## src/rtl/divider_mem_datapath_param.sv

```systemverilog
// Scratch-memory datapath: gathers CDF operands from read beats, launches NUM_DIV dividers and
// packs their quotients into write beats. Define DIVMEM_SAT_EN to clamp quotients at SAT_MAX.
module divider_mem_datapath_param #(
  parameter int unsigned NUM_DIV = 8,
  parameter int unsigned DATA_W  = 32,
  parameter int unsigned MEM_W   = 128,
  parameter int unsigned SAT_MAX = 255
) (
  input  logic                      clk,
  input  logic                      reset,
  input  logic                      enable,
  input  logic                      sc_mem_rd_data_rdy,
  input  logic [MEM_W-1:0]          sc_mem_rd_data,
  output logic                      div_start,
  output logic [NUM_DIV*DATA_W-1:0] cdfval_todiv,
  input  logic [NUM_DIV-1:0]        div_done,
  input  logic [NUM_DIV*DATA_W-1:0] div_value,
  output logic                      sc_mem_wt_valid,
  input  logic                      sc_mem_wt_ready,
  output logic [MEM_W-1:0]          sc_mem_wt_data,
  output logic                      sc_mem_wt_last,
  output logic                      busy
);

  localparam int unsigned LANES = MEM_W / DATA_W;
  localparam int unsigned BEATS = NUM_DIV / LANES;
  localparam int unsigned CNT_W = (BEATS > 1) ? $clog2(BEATS) : 1;
  localparam int unsigned VEC_W = NUM_DIV * DATA_W;
`ifdef DIVMEM_SAT_EN
  localparam bit SAT_EN = 1'b1;
`else
  localparam bit SAT_EN = 1'b0;
`endif
  localparam logic [DATA_W-1:0] SAT_V    = DATA_W'(SAT_MAX);
  localparam logic [CNT_W-1:0]  LAST_CNT = CNT_W'(BEATS - 1);

  typedef enum logic [2:0] {
    S_IDLE,
    S_FILL,
    S_ISSUE,
    S_WAIT,
    S_WRITE
  } state_e;

  state_e             state_q, state_d;
  logic [CNT_W-1:0]   rd_cnt_q, rd_cnt_d;
  logic [CNT_W-1:0]   wr_cnt_q, wr_cnt_d;
  logic [VEC_W-1:0]   cdf_q, cdf_d;
  logic [VEC_W-1:0]   quot_q, quot_d;
  logic [NUM_DIV-1:0] done_seen_q, done_seen_d;
  logic               div_start_q, div_start_d;
  logic               wt_valid_q, wt_valid_d;
  logic               wt_last_q, wt_last_d;
  logic [MEM_W-1:0]   wt_data_q, wt_data_d;
  logic               busy_q, busy_d;

  logic rd_accept;
  logic wt_accept;
  logic rd_last;
  logic wr_last;

  function automatic logic [DATA_W-1:0] clamp(input logic [DATA_W-1:0] v);
    return (SAT_EN && (v > SAT_V)) ? SAT_V : v;
  endfunction

  assign rd_accept = (state_q == S_FILL) && sc_mem_rd_data_rdy;
  assign wt_accept = (state_q == S_WRITE) && sc_mem_wt_ready;
  assign rd_last   = (rd_cnt_q == LAST_CNT);
  assign wr_last   = (wr_cnt_q == LAST_CNT);

  // State and datapath registers
  always_ff @(posedge clk) begin
    if (!reset) begin
      state_q     <= S_IDLE;
      rd_cnt_q    <= '0;
      wr_cnt_q    <= '0;
      cdf_q       <= '0;
      quot_q      <= '0;
      done_seen_q <= '0;
      div_start_q <= 1'b0;
      wt_valid_q  <= 1'b0;
      wt_last_q   <= 1'b0;
      wt_data_q   <= '0;
      busy_q      <= 1'b0;
    end else begin
      state_q     <= state_d;
      rd_cnt_q    <= rd_cnt_d;
      wr_cnt_q    <= wr_cnt_d;
      cdf_q       <= cdf_d;
      quot_q      <= quot_d;
      done_seen_q <= done_seen_d;
      div_start_q <= div_start_d;
      wt_valid_q  <= wt_valid_d;
      wt_last_q   <= wt_last_d;
      wt_data_q   <= wt_data_d;
      busy_q      <= busy_d;
    end
  end

  // Operand gather, first-done quotient capture and beat counters
  always_comb begin
    cdf_d       = cdf_q;
    quot_d      = quot_q;
    done_seen_d = done_seen_q;
    rd_cnt_d    = rd_cnt_q;
    wr_cnt_d    = wr_cnt_q;
    if (rd_accept) begin
      for (int b = 0; b < BEATS; b++) begin
        if (rd_cnt_q == CNT_W'(b)) cdf_d[b*MEM_W +: MEM_W] = sc_mem_rd_data;
      end
      rd_cnt_d = rd_last ? '0 : rd_cnt_q + CNT_W'(1);
    end
    if (state_q == S_WAIT) begin
      for (int c = 0; c < NUM_DIV; c++) begin
        if (div_done[c] && !done_seen_q[c])
          quot_d[c*DATA_W +: DATA_W] = clamp(div_value[c*DATA_W +: DATA_W]);
      end
      done_seen_d = done_seen_q | div_done;
    end
    if (wt_accept) begin
      if (wr_last) begin
        wr_cnt_d    = '0;
        done_seen_d = '0;
      end else begin
        wr_cnt_d = wr_cnt_q + CNT_W'(1);
      end
    end
  end

  // Next-state logic
  always_comb begin
    state_d = state_q;
    case (state_q)
      S_IDLE:  if (enable) state_d = S_FILL;
      S_FILL:  if (rd_accept && rd_last) state_d = S_ISSUE;
      S_ISSUE: state_d = S_WAIT;
      S_WAIT:  if (&done_seen_d) state_d = S_WRITE;
      S_WRITE: if (wt_accept && wr_last) state_d = enable ? S_FILL : S_IDLE;
      default: state_d = S_IDLE;
    endcase
  end

  // Outputs are decoded from the next state so they line up with it as registers
  always_comb begin
    div_start_d = (state_d == S_ISSUE);
    wt_valid_d  = (state_d == S_WRITE);
    wt_last_d   = wt_valid_d && (wr_cnt_d == LAST_CNT);
    busy_d      = (state_d != S_IDLE);
    wt_data_d   = '0;
    if (wt_valid_d) begin
      for (int b = 0; b < BEATS; b++) begin
        if (wr_cnt_d == CNT_W'(b)) wt_data_d = quot_d[b*MEM_W +: MEM_W];
      end
    end
  end

  assign div_start       = div_start_q;
  assign cdfval_todiv    = cdf_q;
  assign sc_mem_wt_valid = wt_valid_q;
  assign sc_mem_wt_data  = wt_data_q;
  assign sc_mem_wt_last  = wt_last_q;
  assign busy            = busy_q;

endmodule

```

## config.mk

```make
export PLATFORM = sky130hd
export DESIGN_NAME = divider_mem_datapath_param
export DESIGN_NICKNAME = d
export VERILOG_FILES = /design/src/rtl/divider_mem_datapath_param.sv
export SDC_FILE = /design/constraint.sdc
export NUM_CORES = 1
export LEC_CHECK = 0
export CAP_MARGIN = 20
export CELL_PAD_IN_SITES_DETAIL_PLACEMENT = 0
export CELL_PAD_IN_SITES_GLOBAL_PLACEMENT = 1
export CORE_AREA = 3 3 305 307
export CTS_CLUSTER_DIAMETER = 80
export DETAILED_ROUTE_END_ITERATION = 8
export DIE_AREA = 0 0 308 310
export GPL_ROUTABILITY_DRIVEN = 0
export PLACE_DENSITY_LB_ADDON = 0.2
export RECOVER_POWER = 50
export SLEW_MARGIN = 10
export SYNTH_ARGS = -nofsm -noshare
export SYNTH_HDL_FRONTEND = slang
export SYNTH_SLANG_ARGS = --single-unit
```

## constraint.sdc

```tcl
create_clock -name clk -period 3.15 [get_ports clk]
set_input_delay 0.945 -clock clk [delete_from_list [all_inputs] [get_ports clk]]
set_output_delay 0.945 -clock clk [all_outputs]
set_load 0.05 [all_outputs]
```

## Yosys cells after proc, flatten, opt, wreduce, memory -nomap -nowiden

Cells that the tools add are included.

| word-level totals | value |
|---|---|
| register bits after elaboration | 657 |
| input port bits | 397 |
| output and inout bits | 388 |

| operators by class | value |
|---|---|
| add/sub/neg operators | 2 |
| equal/unequal tests | 6 |
| multiplexer cells | 22 |
| bitwise operators | 2 |
| reduce and logical (&&, ||, !) cells | 27 |

Operators by type and width:

| cell | number |
|---|---|
| $mux 256 | 1 |
| $mux 32 | 8 |
| $mux 128 | 1 |
| $mux 8 | 3 |
| $pmux 3 s5 | 1 |
| $logic_and 1x1->1 | 13 |
| $mux 3 | 4 |
| $eq 3x2->1 const B | 3 |
| $logic_not 1->1 | 8 |
| $or 8x8->8 | 1 |
| $reduce_and 8->1 | 1 |
| $eq 3x3->1 const B | 2 |
| $reduce_and 2->1 | 3 |
| $mux 1 | 4 |
| $eq 3x1->1 const B | 1 |
| $logic_not 3->1 | 1 |
| $reduce_bool 3->1 | 1 |
| $add 1x1->1 const B | 2 |
| $not 1->1 | 1 |

## Longest topological paths before layout

Gate-level depths: netlist (run 1).

| logic depth | value |
|---|---|
| depth in word-level cells | 9 |
| gate-level depth with buffers | 10 |
| depth with buffers taken out | 6 |

## Worst setup path before layout (run 1)

OpenSTA, ideal clock, no wires.

| timing path | value |
|---|---|
| kind | input-to-reg |
| start point | input sc_mem_wt_ready |
| end point | register wt_data_q[51], in the netlist sc_mem_wt_data[51] |
| library setup time | 65 ps |
| arrival | 2577 ps |
| data required time | 3085 ps |
| path slack | 508 ps |
| stages on the path | 7 |
| path through | and4bb_2 > ha_1 > inv_1 > clkbuf_1 > clkbuf_1 > mux2_2 > nor2_1 |

| on the way | value |
|---|---|
| elaborated cells between the ends (all ways) | 11 |

RTL lines:

| what | RTL line | source |
|---|---|---|
| start: declaration | 19 | `input logic sc_mem_wt_ready,` |
| $logic_and 1x1->1 | 67 | `assign wt_accept = (state_q == S_WRITE) && sc_mem_wt_ready;` |
| $mux 1 | 120 | `if (wt_accept) begin` |
| via wr_cnt_d | 47 | `logic [CNT_W-1:0] wr_cnt_q, wr_cnt_d;` |
| $mux 128 | 152 | `if (wr_cnt_d == CNT_W'(b)) wt_data_d = quot_d[b*MEM_W +: MEM_W];` |
| end signal: assignment | 95 | `wt_data_q <= wt_data_d;` |
| end: declaration | 54 | `logic [MEM_W-1:0] wt_data_q, wt_data_d;` |

The timed path passes the listed nets, and every way through them passes these cells.
A chain may end at the register's enable or synchronous reset.

## Final worst setup path (run 1)

| timing path | value |
|---|---|
| start point | register cdf_q[16], in the netlist cdfval_todiv[16] |
| end point | output cdfval_todiv[16] |

RTL lines:

| what | RTL line | source |
|---|---|---|
| start: declaration | 48 | `logic [VEC_W-1:0] cdf_q, cdf_d;` |
| start signal: assignment | 77 | `cdf_q <= '0;` |
| start signal: assignment | 89 | `cdf_q <= cdf_d;` |
| end: declaration | 15 | `output logic [NUM_DIV*DATA_W-1:0] cdfval_todiv,` |

No word-level cell between the ends.

==> qor.yml, run 1 <==
path_class: "reg -> out"
via_count: 19800
worstSkewPairLatency_ns: 0.62
post-route-period-util_pct: 91.3
synth_edf_count: 0
firstDrtPassIters: 5
wl_per_cell_microns: 20.4
syn_avg_cell_area_sq_um: 9.66
initialDrtViolationCount: 948
rsz0062_at_grt: "no"
period_needed_ns: 2.88
start_util_pct: 26.9
maxSlewViolCount: 0
grt_usage_pct: 18.5
synth-main-ff-cell: "dfxtp_1"
arrival_ns: 1.93
cp.depth: 1
rows: 110
syn_nets: 2914
cts_resized: 0
slew_headroom_pct: 33.0
clk_pin_slew_worst_paths_ns: 0.06
hold_path.class: "reg -> reg"
crit_family: "buffers and inverters"
place_hpwl_mm: 67.1
root_buffer: "clkbuf_16"
fin_setup_tns_ns: 0
hold_viol_final: 0
setup-violations-final: 0
stdcell_area_sq_um: 36200
area_growth_pct: 48.7
grt_start_max_net_pins: 205
tightest_slew_ns: 1.01
cts_buffers: 79
dieArea_sq_um: 95500
synth_seq_area_share_pct: 54.1
cp-end-kind: "output port"
fp.dieH_microns: 310
yosysWarnings: 0
path_cells: "clkdlybuf4s50_1"
slowest_delay_ns: 0.98
cts_sinks: 657
r2r_cells: 6
final_antenna_net_count: 0
drive_above_1_share_pct: 7.09
cp_slowest_cell: "clkdlybuf4s50_1"
port_buffers: 784
place_inst: 4351
cellPowerDensity_nw_per_um2: 529
yosys_register_bits: 657
layout.cells.non_filler: 4516
tritoncts: "built"
layout.nets: 3654
ir_drop_uv: 440
drt-vias-per-instance: 4.39
hold_buffers: 0
num_io_pins: 785
ctsHtreeMaxLevel: 3
synth_cell_types: 38
grt_pass1_wl_mm: 133
syn_area_sq_um: 24300
dpl_cell_area_sq_um: 33700
wirelength_mm: 92.2
first_global_vias: 20100
postCtsSetupBuffers: 0
antenna_found_initial: 44
crit_fanout: 2
status: "finished, final reports clean"
core-area_sq_um: 90300
required_ns: 2.20
synth_cells: 2516
die_w_microns: 308
drc_errors: 0
clk_path_buf_depth: 3
leakagePower_uw: 0.0124
skew_ns: 0.0320
async_flop_share_pct: 0
worst-path-buf-inv: 1
drv_cap: 0
fmax_mhz: 348
overflow: 0
start_kind: "flop"
hold_depth: 2
## layout make-up
type                    instances  area, sq um
multi-input cells            1667        10300
well taps                    1176         1470
repair buffers                842         8510
diodes                         26         65.1
clock inverters                19          290
clock buffers                 120         2300
fillers                      8884        54100
flip-flops and latches        657        13200
inverters                       9         36.3
## per-layer routing
layer / global-route usage (%) / share of wire, % / vias up
li1: - / - / 9705
met5: 0 / 0.25 / -
met3: 8.10 / 9.4 / 168
met4: 6.95 / 3.4 / 34
met1: 20.1 / 38 / 9319
met2: 31.8 / 49 / 582
## power by group
part           internal [uW]  switching (uW)
Clock                   5480            3620
Sequential              8410            58.9
Combinational            764             787
Total                  14700            4470
## registers in the layout, summed over array words and instances, names as in the netlist
name             flops
wr_cnt_q             1
rd_cnt_q             1
div_start            1
state_q              3
sc_mem_wt_last       1
sc_mem_wt_data     128
done_seen_q          8
busy                 1
sc_mem_wt_valid      1
quot_q             256
cdfval_todiv       256
## synth_stat cells, types with 4 or more instances
master	instances	area [sq um]
clkbuf_1	116	435
mux2_2	64	721
buf_4	7	52.6
o21ai_0	4	20.0
inv_1	8	30.0
nand2_1	645	2420
a21oi_1	5	25.0
mux2i_1	256	2560
nor2b_1	257	1610
dfxtp_1	657	13200
buf_2	43	215
nand4b_1	5	43.8
a21boi_0	256	1920
and3_1	66	413
nor2_1	78	293
and4b_1	4	40.0
nor3b_1	4	30.0
buf_1	8	30.0
buf_6	9	101
## per-stage QoR
stage	hold WS, ns	utilization (%)	total power (uW)	setup WS (ns)
2_1_floorplan	0.445	-	9310	0.508
3_3_place_gp	0.448	37.3	10200	-0.102
3_5_place_dp	0.457	37.3	10300	-0.150
4_1_cts	0.465	40.2	19500	0.213
5_1_grt	0.480	40.0	19900	0.122
6_report	0.462	40.0	19100	0.272
## placed cells by master (no fill, tap or decap), drive strengths merged
| cell type | synthesis | layout |
|---|---|---|
| o21a | 1 | 1 |
| o311ai | 1 | 1 |
| and3 | 66 | 66 |
| nor3 | 1 | 1 |
| clkdlybuf4s50 | 0 | 781 |
| dfxtp | 657 | 657 |
| inv | 9 | 12 |
| a21boi | 256 | 256 |
| o21ai | 5 | 5 |
| nand4b | 5 | 5 |
| and3b | 1 | 1 |
| a21bo | 1 | 1 |
| o22a | 1 | 1 |
| and2 | 3 | 3 |
| buf | 67 | 40 |
| mux2i | 256 | 256 |
| nor4b | 2 | 2 |
| and4b | 4 | 4 |
| mux2 | 64 | 64 |
| clkinv | 0 | 9 |
| dlygate4sd3 | 0 | 1 |
| a222oi | 1 | 1 |
| a2bb2oi | 2 | 2 |
| o211a | 1 | 1 |
| nand3 | 1 | 1 |
| nor2 | 78 | 78 |
| nand3b | 1 | 1 |
| o31a | 1 | 1 |
| nand2 | 645 | 645 |
| nor3b | 4 | 4 |
| bufinv | 0 | 5 |
| clkbuf | 116 | 140 |
| a21oi | 5 | 5 |
| diode | 0 | 26 |
| nand4 | 1 | 1 |
| ha | 1 | 1 |
| clkinvlp | 0 | 2 |
| and4bb | 2 | 2 |
| nor2b | 257 | 257 |
## logic make-up (layout without fill, tap and decap cells)
logic type | after synthesis | count (layout) | synth area share (%)
multiplexers | 320 | 320 | 13.5
flip-flops | 657 | 657 | 54.1
AND/OR/NAND/NOR | 1071 | 1071 | 20.3
buffers and inverters | 192 | 990 | 3.57
adder cells (fa/ha/maj) | 1 | 1 | 0.0515
other | 0 | 26 | 0
AO/OA/AOI/OAI | 275 | 275 | 8.45
## path summary, 6_finish.rpt
| path | startpoint | slack (ns) | end |
|---|---|---|---|
| setup / recovery | cdfval_todiv[16] | 0.27 | cdfval_todiv[16] |
| hold / removal | cdfval_todiv[108] | 0.46 | cdfval_todiv[108] |
| hold reg to reg | cdfval_todiv[108] | 0.46 | cdfval_todiv[108] |
| setup reg to reg | state_q[1] | 0.47 | sc_mem_wt_data[104] |
Power figures use the tool's default switching activity.
==> run 2: changes to the inputs <==
Settings changed: CORE_AREA 3 3 305 307 to 2 2 304 306, DIE_AREA 0 0 308 310 to 0 0 306 308.
==> run 2 against run 1 <==
Against the previous run:
- combinational power about the same
- first-iteration DRC count decreased by 4.5%
- via count about the same
- count of clock-buffer cells in the layout decreased by 9
- global-route usage increased by 0.53 points
- highest routed layer unchanged
- critical endpoint is now busy
- critical path type unchanged
- largest power group unchanged
- final cell count decreased by 0.42%
- utilization decreased by 0.39 points
==> qor.yml, run 2 (synthesis results as in run 1) <==
tightest_slew_ns: 1.22
wirelength_mm: 93.1
hold_viol_final: 0
stdcell_area_sq_um: 36100
drt-vias-per-instance: 4.40
required_ns: 2.20
rsz0062_at_grt: "no"
clk_pin_slew_worst_paths_ns: 0.06
cp.depth: 1
drive_above_1_share_pct: 7.27
fp.dieH_microns: 308
slew_headroom_pct: 18.9
place_inst: 4349
fin_ws_ns: 0.120
start_util_pct: 26.7
first_global_vias: 20000
status: "finished, final reports clean"
ir_drop_uv: 447
cts_buffers: 78
fmax_mhz: 330
postLayoutCoreUtil_pct: 39.7
overflow: 0
die_w_microns: 306
layout.cells.non_filler: 4497
worstReg2RegStart: "state_q[1]"
grt_start_max_net_pins: 187
maxSlewViolCount: 0
postCtsSetupBuffers: 0
dieArea_sq_um: 94200
worst-path-buf-inv: 1
regToRegEndpoint: "sc_mem_wt_data[67]"
tritoncts: "built"
cp-end-kind: "output port"
dpl_cell_area_sq_um: 33600
fin_setup_tns_ns: 0
initialDrtViolationCount: 905
path_cells: "clkdlybuf4s50_1"
final_antenna_net_count: 0
drc_errors: 0
root_buffer: "clkbuf_16"
wl_per_cell_microns: 20.7
rrSetupSlack_ns: 0.31
final_common_cell: "clkdlybuf4s50_1"
cts_sinks: 657
cellPowerDensity_nw_per_um2: 534
crit_fanout: 1
period_needed_ns: 3.03
dp_slack_ns: -0.126
rows: 111
crit_path_end: "busy"
slowest_delay_ns: 0.89
setup-violations-final: 0
leakagePower_uw: 0.0124
hold_buffers: 0
arrival_ns: 2.09
start_kind: "flop"
skew_ns: 0.0344
num_io_pins: 785
fillCellCount: 8900
core-area_sq_um: 91000
grt_usage_pct: 19.0
grt_pass1_wl_mm: 135
hold_path.class: "reg -> reg"
cp_slowest_cell: "clkdlybuf4s50_1"
worstSkewPairLatency_ns: 0.62
port_buffers: 784
area_growth_pct: 48.4
ctsHtreeMaxLevel: 3
via_count: 19800
mostFrequentLayoutCells: "782 x clkdlybuf4s50_1, 657 x dfxtp_1, 644 x nand2_1"
clk_path_buf_depth: 3
crit_start: "busy"
place_hpwl_mm: 67.4
drv_cap: 0
antenna_found_initial: 32
layout.nets: 3641
firstDrtPassIters: 4
cts_resized: 0
crit_family: "buffers and inverters"
path_class: "reg -> out"
r2r_cells: 7
post-route-period-util_pct: 96.2
==> run 2: changes by cell type in the layout (fill, tap and decap cells not counted), moves of 2 or more <==
cell / delta
clkbuf_1: -19
diode_2: -16
clkinv_2: +7
clkbuf_8: +6
buf_4: -3
clkbuf_16: -3
clkbuf_2: -3
buf_12: -2
clkinvlp_4: -2
==> run 2: stage by stage <==
stage | power [uW] | hold slack (ns)
after floorplan | 9310 | 0.445
after global placement | 10200 | 0.450
after detailed placement | 10200 | 0.457
after CTS | 19600 | 0.465
after global routing | 20000 | 0.482
final | 19300 | 0.460
==> run 2: worst min path at each step <==
stage / from / end / slack, ns / cells after the start
final: cdfval_todiv[121] / cdfval_todiv[121] / 0.46 / 2
after global routing: cdfval_todiv[133] / cdfval_todiv[133] / 0.48 / 2
after floorplan: done_seen_q[6] / done_seen_q[6] / 0.45 / 2
after global placement: cdfval_todiv[239] / cdfval_todiv[239] / 0.45 / 2
after detailed placement: cdfval_todiv[193] / cdfval_todiv[193] / 0.46 / 2
after CTS: cdfval_todiv[193] / cdfval_todiv[193] / 0.46 / 2
==> run 2: cell type report <==
cell class	instances	area (sq um)	share of cell area, %
Antenna cell	10	25.0	0.0694
Clock buffer	111	2270	6.28
Clock inverter	27	355	0.985
Inverter	9	36.3	0.101
Multi-Input combinational cell	1667	10300	28.6
Sequential cell	657	13200	36.5
Tap cell	1186	1480	4.11
Timing Repair Buffer	830	8430	23.4
==> run 2: power breakdown <==
part / switching [uW] / total, uW / leakage [uW] / internal [uW]
combinational: 793 / 1560 / 0.00582 / 763
clock: 3710 / 9240 / 0.00130 / 5530
sequential: 61.9 / 8470 / 0.00530 / 8410
==> run 2: layer usage <==
layer / GRT usage [%] / wire length, microns
met5: 0 / 260
met4: 6.67 / 2740
met3: 6.54 / 6990
met2: 33.8 / 46600
met1: 21.0 / 36500
